## src/rtl/shifter_pkg.sv

```systemverilog
// Shared op encodings and status-flag layout for the shared shift datapath.
package shifter_pkg;

  localparam logic [1:0] SHIFT_SRA     = 2'b00;
  localparam logic [1:0] SHIFT_SRL     = 2'b01;
  localparam logic [1:0] SHIFT_SLL     = 2'b10;
  localparam logic [1:0] SHIFT_SLL_ALT = 2'b11;

  typedef struct packed {
    logic zero;
    logic carry;
    logic negative;
    logic overflow;
  } flags_t;

endpackage

```

## src/rtl/shift_core.sv

```systemverilog
// 32-bit barrel shifter with status flags; purely combinational.
// No state, no handshake: result and flags follow op/amt/data directly.
module shift_core
  import shifter_pkg::*;
(
  input  logic [1:0]  op,
  input  logic [4:0]  amt,
  input  logic [31:0] data,
  output logic [31:0] result,
  output flags_t      flags
);

  logic [4:0] rsel;
  logic [4:0] lsel;
  logic       carry;

  // Last bit shifted out: data[amt-1] going right, data[32-amt] going left (mod 32).
  assign rsel = amt - 5'd1;
  assign lsel = 5'd0 - amt;

  always_comb begin
    result = data;
    carry  = 1'b0;
    case (op)
      SHIFT_SRA: begin
        result = 32'($signed(data) >>> amt);
        carry  = (amt != 5'd0) && data[rsel];
      end
      SHIFT_SRL: begin
        result = data >> amt;
        carry  = (amt != 5'd0) && data[rsel];
      end
      SHIFT_SLL, SHIFT_SLL_ALT: begin
        result = data << amt;
        carry  = (amt != 5'd0) && data[lsel];
      end
    endcase
  end

  assign flags.zero     = (result == 32'd0);
  assign flags.carry    = carry;
  assign flags.negative = result[31];
  assign flags.overflow = 1'b0;

endmodule

```

## src/rtl/shifter_arbiter.sv

```systemverilog
// Round-robin arbiter sharing one shift_core among NUM_REQ requesters; result registered, 1-cycle latency.
// Single-entry output slot: grants only when the slot is empty or draining; outputs hold while stalled.
module shifter_arbiter
  import shifter_pkg::*;
#(
  parameter int NUM_REQ = 4,
  parameter int ID_W    = 2
) (
  input  logic                    clk,
  input  logic                    rst,
  input  logic [NUM_REQ-1:0]      req_valid,
  output logic [NUM_REQ-1:0]      req_ready,
  input  logic [2*NUM_REQ-1:0]    req_op,
  input  logic [5*NUM_REQ-1:0]    req_amt,
  input  logic [32*NUM_REQ-1:0]   req_data,
  output logic                    resp_valid,
  input  logic                    resp_ready,
  output logic [ID_W-1:0]         resp_id,
  output logic [31:0]             resp_result,
  output logic                    resp_zero,
  output logic                    resp_carry,
  output logic                    resp_negative,
  output logic                    resp_overflow
);

  logic            slot_free;
  logic            found;
  logic            grant;
  logic [ID_W-1:0] gid;
  logic [ID_W-1:0] idx;
  logic [ID_W-1:0] ptr;

  logic [1:0]      op_arr   [NUM_REQ];
  logic [4:0]      amt_arr  [NUM_REQ];
  logic [31:0]     data_arr [NUM_REQ];

  logic [31:0]     sh_result;
  flags_t          sh_flags;

  for (genvar i = 0; i < NUM_REQ; i++) begin : g_unpack
    assign op_arr[i]   = req_op[2*i +: 2];
    assign amt_arr[i]  = req_amt[5*i +: 5];
    assign data_arr[i] = req_data[32*i +: 32];
  end

  assign slot_free = !resp_valid || resp_ready;

  // Search upward from ptr; the grant itself never looks at op/amt/data.
  always_comb begin
    found = 1'b0;
    gid   = '0;
    idx   = '0;
    for (int k = 0; k < NUM_REQ; k++) begin
      idx = ID_W'((int'(ptr) + k) % NUM_REQ);
      if (!found && req_valid[idx]) begin
        found = 1'b1;
        gid   = idx;
      end
    end
  end

  assign grant = found && slot_free && !rst;

  always_comb begin
    req_ready = '0;
    if (grant) req_ready[gid] = 1'b1;
  end

  shift_core u_shift_core (
    .op     (op_arr[gid]),
    .amt    (amt_arr[gid]),
    .data   (data_arr[gid]),
    .result (sh_result),
    .flags  (sh_flags)
  );

  always_ff @(posedge clk) begin
    if (rst) begin
      resp_valid    <= 1'b0;
      resp_id       <= '0;
      resp_result   <= '0;
      resp_zero     <= 1'b0;
      resp_carry    <= 1'b0;
      resp_negative <= 1'b0;
      resp_overflow <= 1'b0;
      ptr           <= '0;
    end else if (grant) begin
      resp_valid    <= 1'b1;
      resp_id       <= gid;
      resp_result   <= sh_result;
      resp_zero     <= sh_flags.zero;
      resp_carry    <= sh_flags.carry;
      resp_negative <= sh_flags.negative;
      resp_overflow <= sh_flags.overflow;
      ptr           <= (gid == ID_W'(NUM_REQ - 1)) ? '0 : gid + ID_W'(1);
    end else if (resp_ready) begin
      resp_valid    <= 1'b0;
    end
  end

endmodule

```

## config.mk

```make
export PLATFORM = sky130hd
export DESIGN_NAME = shifter_arbiter
export DESIGN_NICKNAME = d
export VERILOG_FILES = /design/src/rtl/shifter_pkg.sv /design/src/rtl/shift_core.sv /design/src/rtl/shifter_arbiter.sv
export SDC_FILE = /design/constraint.sdc
export NUM_CORES = 1
export LEC_CHECK = 0
export BUFFER_PORTS_ARGS = -buffer_cell sky130_fd_sc_hd__buf_2
export CAP_MARGIN = 20
export CORE_ASPECT_RATIO = 0.9
export CORE_MARGIN = 2
export CORE_UTILIZATION = 50
export CTS_CLUSTER_SIZE = 25
export DETAILED_ROUTE_END_ITERATION = 7
export GPL_TIMING_DRIVEN = 1
export PLACE_DENSITY = 0.78
export SYNTH_ARGS = -nofsm -noshare
export SYNTH_HDL_FRONTEND = slang
export SYNTH_SLANG_ARGS = --single-unit
```

## constraint.sdc

```tcl
create_clock -name clk -period 5.6 [get_ports clk]
set_input_delay 0.28 -clock clk [delete_from_list [all_inputs] [get_ports clk]]
set_output_delay 0.28 -clock clk [all_outputs]
set_load 0.02 [all_outputs]
```

# ---- Yosys cells after proc, flatten, opt, wreduce, memory -nomap -nowiden
# Cells that the tools add are included.
dict set report totals {
  regBits 40
  inputBits 163
}
dict set report classes {
  add_sub_neg 6
  magnitude_cmp 9
  eq_ne 4
  shift 3
  mux 37
  n_bitwise 1
  reduce_logical 20
}
# cell n
set ops {}
lappend ops {{case mux 32 bit (3 select lines)} 1}
lappend ops {{binary-select mux 32 bit (select 2 bit)} 1}
lappend ops {{two-way mux 32 bit} 2}
lappend ops {{logical NOT 32 bit} 1}
lappend ops {{<< shifter 32 x 5 -> 32 bit} 1}
lappend ops {{>> shifter 32 x 5 -> 32 bit} 1}
lappend ops {{>>> shifter 32 x 5 -> 32 bit} 1}
lappend ops {{less-than comparator 2 x 3 -> 1 bit, second input constant} 5}
lappend ops {{two-way mux 2 bit} 7}
lappend ops {{two-way mux 1 bit} 13}
lappend ops {{less-than comparator 5 x 6 -> 1 bit, second input constant} 2}
lappend ops {{binary-select mux 1 bit (select 5 bit)} 2}
lappend ops {{binary-select mux 5 bit (select 2 bit)} 1}
lappend ops {{two-way mux 5 bit} 2}
lappend ops {{binary-select mux 1 bit (select 2 bit)} 4}
lappend ops {{logical AND 1 bit} 8}
lappend ops {{equality test 2 bit, second input constant} 3}
lappend ops {{logical NOT 1 bit} 5}
lappend ops {{nonzero test 5 bit} 1}
lappend ops {{subtractor 1 x 5 -> 5 bit, first input constant} 1}
lappend ops {{subtractor 5 x 1 -> 5 bit, second input constant} 1}
lappend ops {{adder 2 x 1 -> 2 bit, second input constant} 2}
lappend ops {{adder 2 bit, second input constant} 2}
lappend ops {{binary-select mux 2 bit (select 2 bit)} 1}
lappend ops {{11 further kinds} 12}

# ---- Logic depth before layout (Yosys ltp)
dict set report logic_depth {
  depth_word 21
  ltp_mapped 22
  depth_no_buf 15
}

# ---- By module
# A second synthesis with hierarchy kept.
dict set report unflattened {
  cells_unflattened 880
  hier_area_um2 7591.0
}
# mod instances cells_per_inst area_each_um2 seq_area_each_um2
set by_module_without_submodules {}
lappend by_module_without_submodules {shift_core 1 554 4610.7 0.0}
lappend by_module_without_submodules {shifter_arbiter 1 326 2980.4 820.8}

# ---- Worst setup path before layout
# Ideal clock, no wire load.
dict set report synth_timing {
  kind {flip-flop to flip-flop}
  start {register ptr[1]}
  end {register resp_carry}
  setup_ps 70
  arrival_ps 4339
  required_time_ps 5530
  setup_slack_ps 1191
  stages_incl_launch_ff 20
  period_less_slack_ps 4409
  cell_sequence {dfxtp_1 > nand2_1 > a211o_2 > buf_6 > nand3_1 > and3_1 > buf_4 > nor2_4 > inv_2 > buf_2 > buf_1 > ha_1 > buf_1 > clkbuf_1 > mux4_2 > mux4_2 > mux2_2 > a211oi_1 > o21ai_1 > a21oi_1}
}
dict set report synth_between {
  elab_chain_len 21
}
# element line_no
set synth_rtl {}
lappend synth_rtl {{start: declaration} shifter_arbiter.sv:31} ;# logic [ID_W-1:0] ptr;
lappend synth_rtl {{start signal: assignment} shifter_arbiter.sv:95} ;# ptr <= (gid == ID_W'(NUM_REQ - 1)) ? '0 : gid + ID_W'(1);
lappend synth_rtl {{branches (longest 21 deep; another with adder 2 x 1 -> 2 bit)} --}
lappend synth_rtl {{end signal: assignment} shifter_arbiter.sv:92} ;# resp_carry <= sh_flags.carry;
lappend synth_rtl {{end: declaration} shifter_arbiter.sv:21} ;# output logic resp_carry,
# Several ways; the timed one is not identified. The select of a mux whose other input is x is not followed.
# A chain may end at the register's enable or synchronous reset.

# ---- Worst setup path in the final report
dict set report layout_timing {
  start {register ptr[1]}
  end {register resp_zero}
}
dict set report layout_between {
  elab_chain_len 20
}
# element line_no
set layout_rtl {}
lappend layout_rtl {{branches (longest 20 deep; another with adder 2 x 1 -> 2 bit)} --}
lappend layout_rtl {{end signal: assignment} shifter_arbiter.sv:91} ;# resp_zero <= sh_flags.zero;
lappend layout_rtl {{end: declaration} shifter_arbiter.sv:20} ;# output logic resp_zero,
# Several ways; the timed one is not identified. The select of a mux whose other input is x is not followed.

==> summary.txt <==
Run status
  – Outcome: finished clean

Routing
  – Via/cell ratio: 7.40
  – Avg WL per Cell: 26.2 um
  – Via count: ~11000
  – WL final: ~41000 um
  – Starting DRT DRC Count: about 2500
  – TritonRoute pass-1 iters: 7
  – DRC errors left: 0
  – Detail Route Antenna Nets: 0

Timing
  – Fin. Hold Viols: 0
  – Setup violators final: 0
  – RSZ-0062 raised after global routing: false
  – Final period util: approximately nine tenths
  – Least-Margin Pin Slew: ~1.1 ns
  – Tmin final: roughly 5 ns
  – Relative slew margins: 24.4%
  – Setup_tns: 0 ns
  – Slew Limit Fails: 0
  – PnR worst setup slack: between 0.6 and 0.7 ns
  – Fmax: between 200 and 250 MHz
  – Clk_skew: approximately 0.0047 ns

Power and ir drop
  – P per Cell Area: around 710 nW/um2
  – Lkg Pwr: 3.97 nW
  – VDD IR max: around 0.46 mV

Run
  – MaxCap Viol Count: 0

Layout
  – P&R area growth vs syn: 14.4%
  – Final instance area: about 9400 um2
  – Final nets: 1508
  – ANT cells: 0
  – Layout cells sized above 1: 25.9%

Setup path
  – CP Capture Type: flop
  – CP Class: reg -> reg
  – CP required: 5.83 ns
  – Crit-path max FO: 21
  – Critical Path Start Type: flop
  – Worst EP arrival: approximately 5.2 ns

Synthesis
  – Largest area contributor in the netlist: nand3_1
  – #FFs+latches synth: 39
  – Syn Inst Count: between 1000 and 1500
  – Post-synth EDFFs: 0
  – Yosys warning count: 0
  – Synth top area cells: nand3_1 (9.7%), dfxtp_1 (9.5%), o211ai_1 (8.3%)
  – Synth cell types: between 80 and 90
  – Synth Cell Area: roughly 8200 um2
  – Syn Area/Cell: a little under 7 um2
  – Post-synthesis net count: 1367
  – Seq/Total Area, Yosys: a little under a tenth
  – Async SR Flop Fraction: 0%
  – Share of the synthesized area in the top cell type: around a tenth
  – Synth Flop Type: dfxtp_1

Clock tree
  – Clock transition at the registers of the reported paths: 0.06 ns
  – Setup bufs post-CTS: 0
  – Cts-stage hold buffer count: 0
  – Root buffer cell: clkbuf_16
  – CTS resizes: 0
  – H-Tree Depth: 2
  – Clock Latency Late Sink: ~0.29 ns
  – CTS tree: done
  – Clock Sinks: 39
  – Clock buffer depth: 2
  – CTS Buf Count: 5

Floorplanning
  – Die Width: between 100 and 150 um
  – Std-Cell Rows: between 40 and 50
  – IO Count: a little over 200
  – Initial Util: between 50% and 60%
  – Die Span Y: about 130 um
  – Die area: around 18000 um2
  – Area of the core: around 16000 um2

Placed design
  – Cell Area, Placed: just over 9000 um2
  – I/O Buffers: 204
  – Post-DP HPWL: approximately 32000 um
  – Routability-driven placement congestion ratio: approximately 1.1
  – Setup WS pre-CTS: just under 0.9 ns

Global routing
  – Initial antenna violation count: 1
  – GRT Residual Overflow: 0
  – Largest net degree at the start of global routing: between 50 and 60
  – Vias in the first global route: between 10000 and 15000
  – Gr usage total: roughly 44%
  – First-pass GRT wire length: between 60000 and 70000 um

Min path
  – Hold Crit Class: in -> reg
cells in the mapped netlist (all sizes together) (3+ instances only):
cell type  number
a2111oi         5
ha              6
nand4          29
mux2           13
inv             5
nand2         121
nor2b           6
mux4           20
a31oi           9
a21o            4
o31a            4
nand2b          3
o211ai         93
o311ai          4
o32ai           6
and3           19
dfxtp          39
o2111ai         6
o22ai          22
and2            6
o211a           7
nand3         163
a211o           5
nor3           28
o21a            6
mux2i          62
a221oi          9
a31o            8
nor2           98
a22oi          10
xnor2           3
a41oi           3
clkbuf         30
o221ai          4
buf            94
o31ai           6
a21oi          52
a211oi         24
nor4           12
o21ai         126
cell type report:
class / instances / area [um2]
Clock inverter: 3 / 46.3
Clock buffer: 5 / 125
Timing Repair Buffer: 258 / 1440
Fill cell: 1523 / 6700
Multi-Input combinational cell: 1029 / 6760
Tap cell: 207 / 259
Inverter: 6 / 22.5
Sequential cell: 39 / 781
through the flow:
step	std cells	utilization (%)	hold slack, ns	power, mW
final	1547	58.5	0.320	6.69
after global routing	1547	58.5	0.326	6.92
after detailed placement	1539	57.4	0.447	6.00
after floorplan	1198	-	0.349	4.33
after global placement	1539	57.4	0.441	6.05
after CTS	1547	58.5	0.309	6.36
flip-flops by register name, indices dropped and copies added (netlist names):
name and cells:
resp_zero 1, resp_id 2, resp_carry 1, resp_valid 1, ptr 2, resp_result 32
cells by family after synthesis:
logic type                 after synthesis  synth area share [%]
and+or+nand+nor                        492                  29.1
AOI/OAI and AO/OA                      432                  36.3
buffers and inverters                  130                  9.02
muxes                                   95                  14.8
DFF                                     39                  9.47
adders and majority gates                6                 0.911
xor gates and xnor gates                 3                 0.410
other                                    1                0.0455
final timing paths:
path | endpoint | slack [ns] | cells after the start | from
setup / recovery | resp_zero | 0.63 | 15 | ptr[1]
setup reg to reg | resp_zero | 0.63 | 15 | ptr[1]
hold reg to reg | resp_result[11] | 0.46 | 2 | resp_result[11]
hold / removal | resp_valid | 0.32 | 4 | resp_ready
cell usage in the layout (no fill, tap or decap), types with 4 or more instances in the layout:
master / count
buf_2: 204
nand3_1: 159
nand2_1: 119
o21ai_0: 109
nor2_1: 93
o211ai_1: 91
mux2i_1: 61
buf_4: 53
a21oi_1: 52
dfxtp_1: 39
nand4_1: 29
nor3_1: 27
o22ai_1: 22
mux4_2: 20
and3_1: 19
a211oi_1: 17
o21ai_1: 14
nor4_1: 11
mux2_2: 11
a22oi_1: 9
a31oi_1: 9
a31o_2: 7
o211a_1: 7
a221oi_1: 7
o21a_1: 6
o2111ai_1: 6
and2_1: 6
o31ai_1: 6
ha_1: 6
o32ai_1: 5
a2111oi_0: 5
clkbuf_16: 5
nor2b_1: 4
a211o_1: 4
a21o_1: 4
nand3_2: 4
o31a_1: 4
a211oi_2: 4
worst max-delay path, cell delays in order (launching register included):
cell and delay (ns):
dfxtp_1 0.46, nand2_1 0.17, a211oi_4 0.65, o21ai_1 0.18
and3_1 0.40, nor2_4 0.61, nand2_1 0.16, buf_4 0.21
o2111ai_1 0.50, a211oi_1 0.20, nor4_1 0.36, buf_4 0.20
nand3_1 0.07, nor4b_1 0.31, and4_1 0.26, a41o_1 0.17
power breakdown:
group,internal [mW],switching (mW)
registers,0.392,0.0676
clock network,0.212,0.126
logic,1.93,3.97
metal layers:
layer  vias to the layer above  routed length, um  track usage, %
met5                         -                 13               0
met4                         2               2110            16.6
met3                       205               6520            14.9
met2                      1009              16600            64.7
met1                      5297              15400            60.1
li1                       4938                  -               -
No activity file was read; power rests on OpenSTA's default activity.
